[src/rtl/des_pkg.sv]
// DES constants and helpers shared by the round engine and its f-function.
// Holds the FSM state type, the round/subkey sizes, the IP/FP/E/P permutation
// tables (DES bit numbering, bit 1 = MSB), the eight S-boxes and the subkey
// index helper used to run the key schedule forwards or backwards.
package des_pkg;

  localparam int unsigned ROUNDS   = 16;
  localparam int unsigned SUBKEY_W = 48;

  typedef enum logic [1:0] {StIdle, StRound, StDone} state_e;

  localparam int unsigned IP_TAB [64] = '{
    58, 50, 42, 34, 26, 18, 10, 2, 60, 52, 44, 36, 28, 20, 12, 4,
    62, 54, 46, 38, 30, 22, 14, 6, 64, 56, 48, 40, 32, 24, 16, 8,
    57, 49, 41, 33, 25, 17,  9, 1, 59, 51, 43, 35, 27, 19, 11, 3,
    61, 53, 45, 37, 29, 21, 13, 5, 63, 55, 47, 39, 31, 23, 15, 7
  };

  localparam int unsigned FP_TAB [64] = '{
    40, 8, 48, 16, 56, 24, 64, 32, 39, 7, 47, 15, 55, 23, 63, 31,
    38, 6, 46, 14, 54, 22, 62, 30, 37, 5, 45, 13, 53, 21, 61, 29,
    36, 4, 44, 12, 52, 20, 60, 28, 35, 3, 43, 11, 51, 19, 59, 27,
    34, 2, 42, 10, 50, 18, 58, 26, 33, 1, 41,  9, 49, 17, 57, 25
  };

  localparam int unsigned E_TAB [48] = '{
    32,  1,  2,  3,  4,  5,  4,  5,  6,  7,  8,  9,
     8,  9, 10, 11, 12, 13, 12, 13, 14, 15, 16, 17,
    16, 17, 18, 19, 20, 21, 20, 21, 22, 23, 24, 25,
    24, 25, 26, 27, 28, 29, 28, 29, 30, 31, 32,  1
  };

  localparam int unsigned P_TAB [32] = '{
    16,  7, 20, 21, 29, 12, 28, 17,  1, 15, 23, 26,  5, 18, 31, 10,
     2,  8, 24, 14, 32, 27,  3,  9, 19, 13, 30,  6, 22, 11,  4, 25
  };

  // Each row packs 16 four-bit entries; column 0 is the most significant nibble.
  localparam logic [63:0] SBOX [8][4] = '{
    '{64'hE4D12FB83A6C5907, 64'h0F74E2D1A6CB9538,
      64'h41E8D62BFC973A50, 64'hFC8249175B3EA06D},
    '{64'hF18E6B34972DC05A, 64'h3D47F28EC01A69B5,
      64'h0E7BA4D158C6932F, 64'hD8A13F42B67C05E9},
    '{64'hA09E63F51DC7B428, 64'hD709346A285ECBF1,
      64'hD6498F30B12C5AE7, 64'h1AD069874FE3B52C},
    '{64'h7DE3069A1285BC4F, 64'hD8B56F03472C1AE9,
      64'hA690CB7DF13E5284, 64'h3F06A1D8945BC72E},
    '{64'h2C417AB6853FD0E9, 64'hEB2C47D150FA3986,
      64'h421BAD78F9C5630E, 64'hB8C71E2D6F09A453},
    '{64'hC1AF92680D34E75B, 64'hAF427C9561DE0B38,
      64'h9EF528C3704A1DB6, 64'h432C95FABE17608D},
    '{64'h4B2EF08D3C975A61, 64'hD0B7491AE35C2F86,
      64'h14BDC37EAF680592, 64'h6BD814A7950FE23C},
    '{64'hD2846FB1A93E50C7, 64'h1FD8A374C56B0E92,
      64'h7B419CE206ADF358, 64'h21E74A8DFC90356B}
  };

  // Decryption walks the schedule backwards: 15 - cnt is the bitwise inverse.
  function automatic logic [3:0] subkey_index(input logic [3:0] cnt, input logic dec);
    return dec ? ~cnt : cnt;
  endfunction

  // Outer bits of the 6-bit group pick the row, inner four pick the column.
  function automatic logic [3:0] sbox_lookup(input logic [2:0] box, input logic [5:0] six);
    logic [63:0] row;
    row = SBOX[box][{six[5], six[0]}];
    return 4'(row >> (6'd60 - {six[4:1], 2'b00}));
  endfunction

endpackage

[src/rtl/des_f_function.sv]
// DES round function f(R, K) = P(S(E(R) ^ K)). Purely combinational.
// Ports:
//   r  in  32  right half of the current round state
//   k  in  48  round subkey
//   f  out 32  f-function result, XORed into the left half by the caller
module des_f_function (
  input  logic [31:0] r,
  input  logic [47:0] k,
  output logic [31:0] f
);
  import des_pkg::*;

  logic [47:0] e_out;
  logic [47:0] x;
  logic [31:0] s_out;

  for (genvar i = 0; i < 48; i++) begin : g_expand
    assign e_out[47 - i] = r[32 - E_TAB[i]];
  end

  assign x = e_out ^ k;

  for (genvar b = 0; b < 8; b++) begin : g_sbox
    assign s_out[31 - 4*b -: 4] = sbox_lookup(3'(b), x[47 - 6*b -: 6]);
  end

  for (genvar i = 0; i < 32; i++) begin : g_perm
    assign f[31 - i] = s_out[32 - P_TAB[i]];
  end

endmodule

[src/rtl/des_round_engine.sv]
// Iterative DES engine: one Feistel round per clock, 16 cycles per block.
// Ports:
//   clk, rst_n          clock, asynchronous active-low reset
//   in_valid/in_ready   input handshake; in_block and decrypt sampled on accept
//   in_block     64     plaintext or ciphertext, DES bit 1 = MSB
//   decrypt      1      0 = encrypt, 1 = decrypt
//   subkeys      768    subkey i at [48*i+47 : 48*i], held stable while busy
//   out_valid/out_ready output handshake
//   out_block    64     result after final permutation, held until taken
//   busy         1      high while a block is in flight or waiting to leave
module des_round_engine #(
  parameter int unsigned ROUNDS   = des_pkg::ROUNDS,
  parameter int unsigned SUBKEY_W = des_pkg::SUBKEY_W
) (
  input  logic                       clk,
  input  logic                       rst_n,
  input  logic                       in_valid,
  output logic                       in_ready,
  input  logic [63:0]                in_block,
  input  logic                       decrypt,
  input  logic [ROUNDS*SUBKEY_W-1:0] subkeys,
  output logic                       out_valid,
  input  logic                       out_ready,
  output logic [63:0]                out_block,
  output logic                       busy
);
  import des_pkg::*;

  state_e      state_q;
  logic [31:0] l_q;
  logic [31:0] r_q;
  logic [3:0]  cnt_q;
  logic        dec_q;

  logic [SUBKEY_W-1:0] key_arr [ROUNDS];
  logic [SUBKEY_W-1:0] round_key;
  logic [31:0]         f_out;
  logic [31:0]         r_new;
  logic [63:0]         ip_out;
  logic [63:0]         fp_in;
  logic [63:0]         fp_out;

  for (genvar i = 0; i < ROUNDS; i++) begin : g_keys
    assign key_arr[i] = subkeys[i*SUBKEY_W +: SUBKEY_W];
  end

  assign round_key = key_arr[subkey_index(cnt_q, dec_q)];

  des_f_function u_f (
    .r (r_q),
    .k (round_key),
    .f (f_out)
  );

  assign r_new = l_q ^ f_out;
  // Final round output is taken with the halves un-swapped: {R16, L16}.
  assign fp_in = {r_new, r_q};

  for (genvar i = 0; i < 64; i++) begin : g_ipfp
    assign ip_out[63 - i] = in_block[64 - IP_TAB[i]];
    assign fp_out[63 - i] = fp_in[64 - FP_TAB[i]];
  end

  // Handshake flags decode from state only, so no input reaches an output combinationally.
  assign in_ready = (state_q == StIdle);
  assign busy     = (state_q != StIdle);

  always_ff @(posedge clk or negedge rst_n) begin
    if (!rst_n) begin
      state_q   <= StIdle;
      l_q       <= '0;
      r_q       <= '0;
      cnt_q     <= '0;
      dec_q     <= 1'b0;
      out_block <= '0;
      out_valid <= 1'b0;
    end else begin
      unique case (state_q)
        StIdle: begin
          if (in_valid) begin
            {l_q, r_q} <= ip_out;
            dec_q      <= decrypt;
            cnt_q      <= '0;
            state_q    <= StRound;
          end
        end
        StRound: begin
          l_q <= r_q;
          r_q <= r_new;
          if (cnt_q == 4'(ROUNDS - 1)) begin
            out_block <= fp_out;
            out_valid <= 1'b1;
            state_q   <= StDone;
          end else begin
            cnt_q <= cnt_q + 4'd1;
          end
        end
        StDone: begin
          if (out_ready) begin
            out_valid <= 1'b0;
            state_q   <= StIdle;
          end
        end
        default: state_q <= StIdle;
      endcase
    end
  end

endmodule

[config.mk]
export PLATFORM = sky130hd
export DESIGN_NAME = des_round_engine
export DESIGN_NICKNAME = d
export VERILOG_FILES = /design/src/rtl/des_pkg.sv /design/src/rtl/des_f_function.sv /design/src/rtl/des_round_engine.sv
export SDC_FILE = /design/constraint.sdc
export NUM_CORES = 1
export LEC_CHECK = 0
export CELL_PAD_IN_SITES_DETAIL_PLACEMENT = 1
export CELL_PAD_IN_SITES_GLOBAL_PLACEMENT = 1
export CORE_AREA = 4 4 354 356
export DETAILED_ROUTE_END_ITERATION = 8
export DIE_AREA = 0 0 358 360
export HOLD_SLACK_MARGIN = 0.03
export PLACE_DENSITY_LB_ADDON = 0.2
export SLEW_MARGIN = 20
export SYNTH_ARGS = -nofsm -noshare
export SYNTH_HDL_FRONTEND = slang
export SYNTH_HIERARCHICAL = 1
export SYNTH_SLANG_ARGS = --single-unit
[constraint.sdc]
create_clock -name clk -period 4.7 [get_ports clk]
set_input_delay 0.705 -clock clk [delete_from_list [all_inputs] [get_ports clk]]
set_output_delay 0.705 -clock clk [all_outputs]
set_load 0.01 [all_outputs]
==> results by group <==
Timing
  – Final hold viol count: 0
  – Final setup fails: 0
  – Final worst-path setup slack: 0.1888 ns
  – Rel. slew slack: 42.13%
  – RSZ-0062 raised after global routing: yes
  – Min cycle time layout: 4.511 ns
  – Slew @ Worst Pin: 0.8680 ns
  – Max-slew violations: 0
  – Final Skew: 0.02022 ns
  – Final period util: 95.98%
  – Maximum clock rate: 221.7 MHz

Logic synthesis
  – Top cells by area, synth: dfrtp_1 (16%), mux2i_1 (9.1%), a22oi_1 (8.1%)
  – Largest family of logic cells by synthesized area: compound AO/OA/AOI/OAI gates
  – Cells after Synth: 2707
  – Synth area leader: dfrtp_1
  – Adder-Cell Fraction of Synth Area: 3.767%
  – Compound-Gate Fraction of Synth Area: 37.16%
  – Most frequent cells after synthesis: nor2_1 (387), a21oi_1 (310), a22oi_1 (228)
  – Count leader, synth: nor2_1
  – Yosys warns: 6
  – EDFF count, synth: 0
  – Count of distinct cell types in the synthesized netlist: 76
  – Simple-gate area share of the yosys netlist: 12.31%
  – Share of the synthesized area in the top cell type: 16.01%
  – Primary FF master, synth: dfrtp_1
  – Synthesis-stage register bit count: 136
  – Syn_nets: 3608
  – XOR/XNOR Fraction of Synth Area: 5.815%
  – Sequential area share after synthesis: 16.01%
  – Fraction of registers with async set/reset: 100.0%
  – Mapped Area: 21260 µm²
  – Syn avg cell area: 7.853 µm²
  – Mux cell area share after synthesis: 18.51%

Routing
  – WL/cell: 30.18 µm
  – Post-DRT Antenna Nets: 0
  – Vias/cell: 5.178
  – Initial DRC Count: 2103
  – Total Wirelength: 165300 µm
  – DRC: 0
  – Via count: 28360
  – Detailed-router iteration count before antenna repair: 6

Global route
  – GR Util met2: 42.85%
  – Initial antenna violation count: 48
  – GRT overflow: 0
  – Met3 Use GR: 4.010%
  – M1 GR Usage: 31.04%
  – Vias in the first global route: 29350
  – Largest net degree at the start of global routing: 93
  – First-pass GRT wire length: 228500 µm
  – Tot GR Track Use: 24.35%
  – Most used routing layer: met2

Clock tree
  – CTS sink count: 136
  – H-Tree Depth: 4
  – Root buf cell: clkbuf_16
  – Clock Latency Late Sink: 0.46 ns
  – Cts hold-fix bufs: 0
  – Clock-pin slew on the worst setup and hold paths: 0.08 ns
  – Total CTS buffers: 17
  – CTS tree: yes
  – Clock Tree Buf Depth: 2

Die
  – Starting Density: 17.47%
  – Die ar.: 128900 µm²
  – Die H: 360 µm
  – Core ar.: 121700 µm²
  – Cell row count: 128
  – I/O Pins: 904
  – DIE WIDTH: 358 µm

Worst hold path
  – Worst Hold Class: primary input to async pin

Placement
  – HPWL after detailed placement: 136200 µm
  – Placed insts: 5399
  – Port buffer count: 903
  – Placer Congestion: 0.9086
  – Placed inst area: 34970 µm²
  – Setup slack after placement: -0.3592 ns

Critical path
  – Worst Path Max Fanout: 13
  – Slowest CP cell: mux4_2
  – CP Cell Sequence: buf_4 > xnor2_4 > buf_12 > buf_12 > mux4_2 > nor2_1 > o32ai_1 > buf_4 > xor2_2 > inv_1 > ha_1 > nor2_1 > or4_1 > o2111a_1 > a211oi_2 > buf_4 > xnor2_1 > nor2_1 > a221o_1
  – Worst Path Required: 5.04 ns
  – Cell family with most CP delay: buffers and inverters
  – Largest stage delay on the critical path: 0.55 ns
  – CP Buf/Inv Count: 6
  – CP startpoint kind: flop
  – Setup CP Type: flop to flop
  – Arr. time, crit path: 4.85 ns
  – Worst Setup End Kind: flop

Job
  – Max Cap Viol: 0

Layout
  – Fraction of layout cells with a size suffix above 1: 18.28%
  – Area delta synth->final: 70.91%
  – Final non-filler cell total: 5478
  – NumNets Final: 4718
  – Final Cell Area: 36330 µm²

Status
  – Run status: completed
-- layout make-up --
cell class	instances	area (µm²)
fill	14300	85380
antenna	23	57.56
clock inverter	15	182.7
inverter	38	142.6
sequential	136	3412
clock buffer	17	425.4
tap	1625	2033
multi-input combinational	2264	17020
timing repair buffer	1360	13060
-- state kept, by name, summed over array words and instances, names as in the netlist --
register,cells
cnt_q,4
r_q,32
state_q,2
dec_q,1
out_block,64
l_q,32
out_valid,1
-- cells by family after synthesis --
family / count (synthesis)
xor+xnor: 130
compound gates: 1147
mux: 300
fa+ha+maj: 64
flops: 136
buf+inv: 308
simple gates: 622
-- stage by stage --
step            TNS (ns)  util [%]  hold WS, ns
6_report               0     29.85       0.2884
4_1_cts        -0.009064     29.43       0.3086
3_5_place_dp      -5.519     28.73       0.4953
5_1_grt          -0.2521     29.84       0.3390
3_3_place_gp      -5.857     28.73       0.4906
2_1_floorplan          0         -       0.4094
-- timing repair --
| action | in CTS | in global routing |
|---|---|---|
| pin swaps | 3 | 7 |
| gates resized for setup | 22 | 65 |
| buffers inserted | 7 | 14 |
| setup endpoints to repair | 40 | 51 |
| endpoints found under the hold margin | 0 | 0 |
| gates cloned | 2 | 0 |
-- routing by layer --
metal	part of all wire, %	vias to the layer above
met2	49	908
met5	0.11	-
li1	-	12910
met4	2.1	24
met1	43	14390
met3	5.7	132
-- cell usage in the layout (no fill, tap or decap), types with 17 or more instances in the layout --
cell	count
o32ai_2	19
nor2_1	380
buf_4	405
mux4_2	71
diode_2	23
buf_12	38
a31oi_1	110
nor3_1	41
xnor2_1	72
inv_1	32
mux2i_1	193
a221o_1	32
nand2_1	100
o211ai_1	22
mux2_2	35
clkdlybuf4s50_1	902
a22oi_1	228
clkbuf_16	17
dfrtp_1	133
xor2_1	32
ha_1	62
a221oi_1	143
o22ai_1	48
a21oi_1	309
o21ai_0	68
o32ai_1	26
a211oi_1	31
-- path summary, 6_finish.rpt --
path                                             endpoint  slack [ns]                     start  depth (start not counted)
worst min register to register   out_block[7]$_DFFE_PN0P_        0.51  out_block[7]$_DFFE_PN0P_                          1
worst max-delay path                   r_q[7]$_DFFE_PN0P_        0.19         dec_q$_DFFE_PN0P_                         19
max in group asynchronous             l_q[24]$_DFFE_PN0P_        3.44                     rst_n                          2
worst max register to register         r_q[7]$_DFFE_PN0P_        0.19         dec_q$_DFFE_PN0P_                         19
min in group clk                 out_block[7]$_DFFE_PN0P_        0.51  out_block[7]$_DFFE_PN0P_                          1
worst min-delay path            out_block[63]$_DFFE_PN0P_        0.29                     rst_n                          1
Power is not shown: default switching activity piles up to over one toggle a cycle in this logic, so the estimate is an artifact.
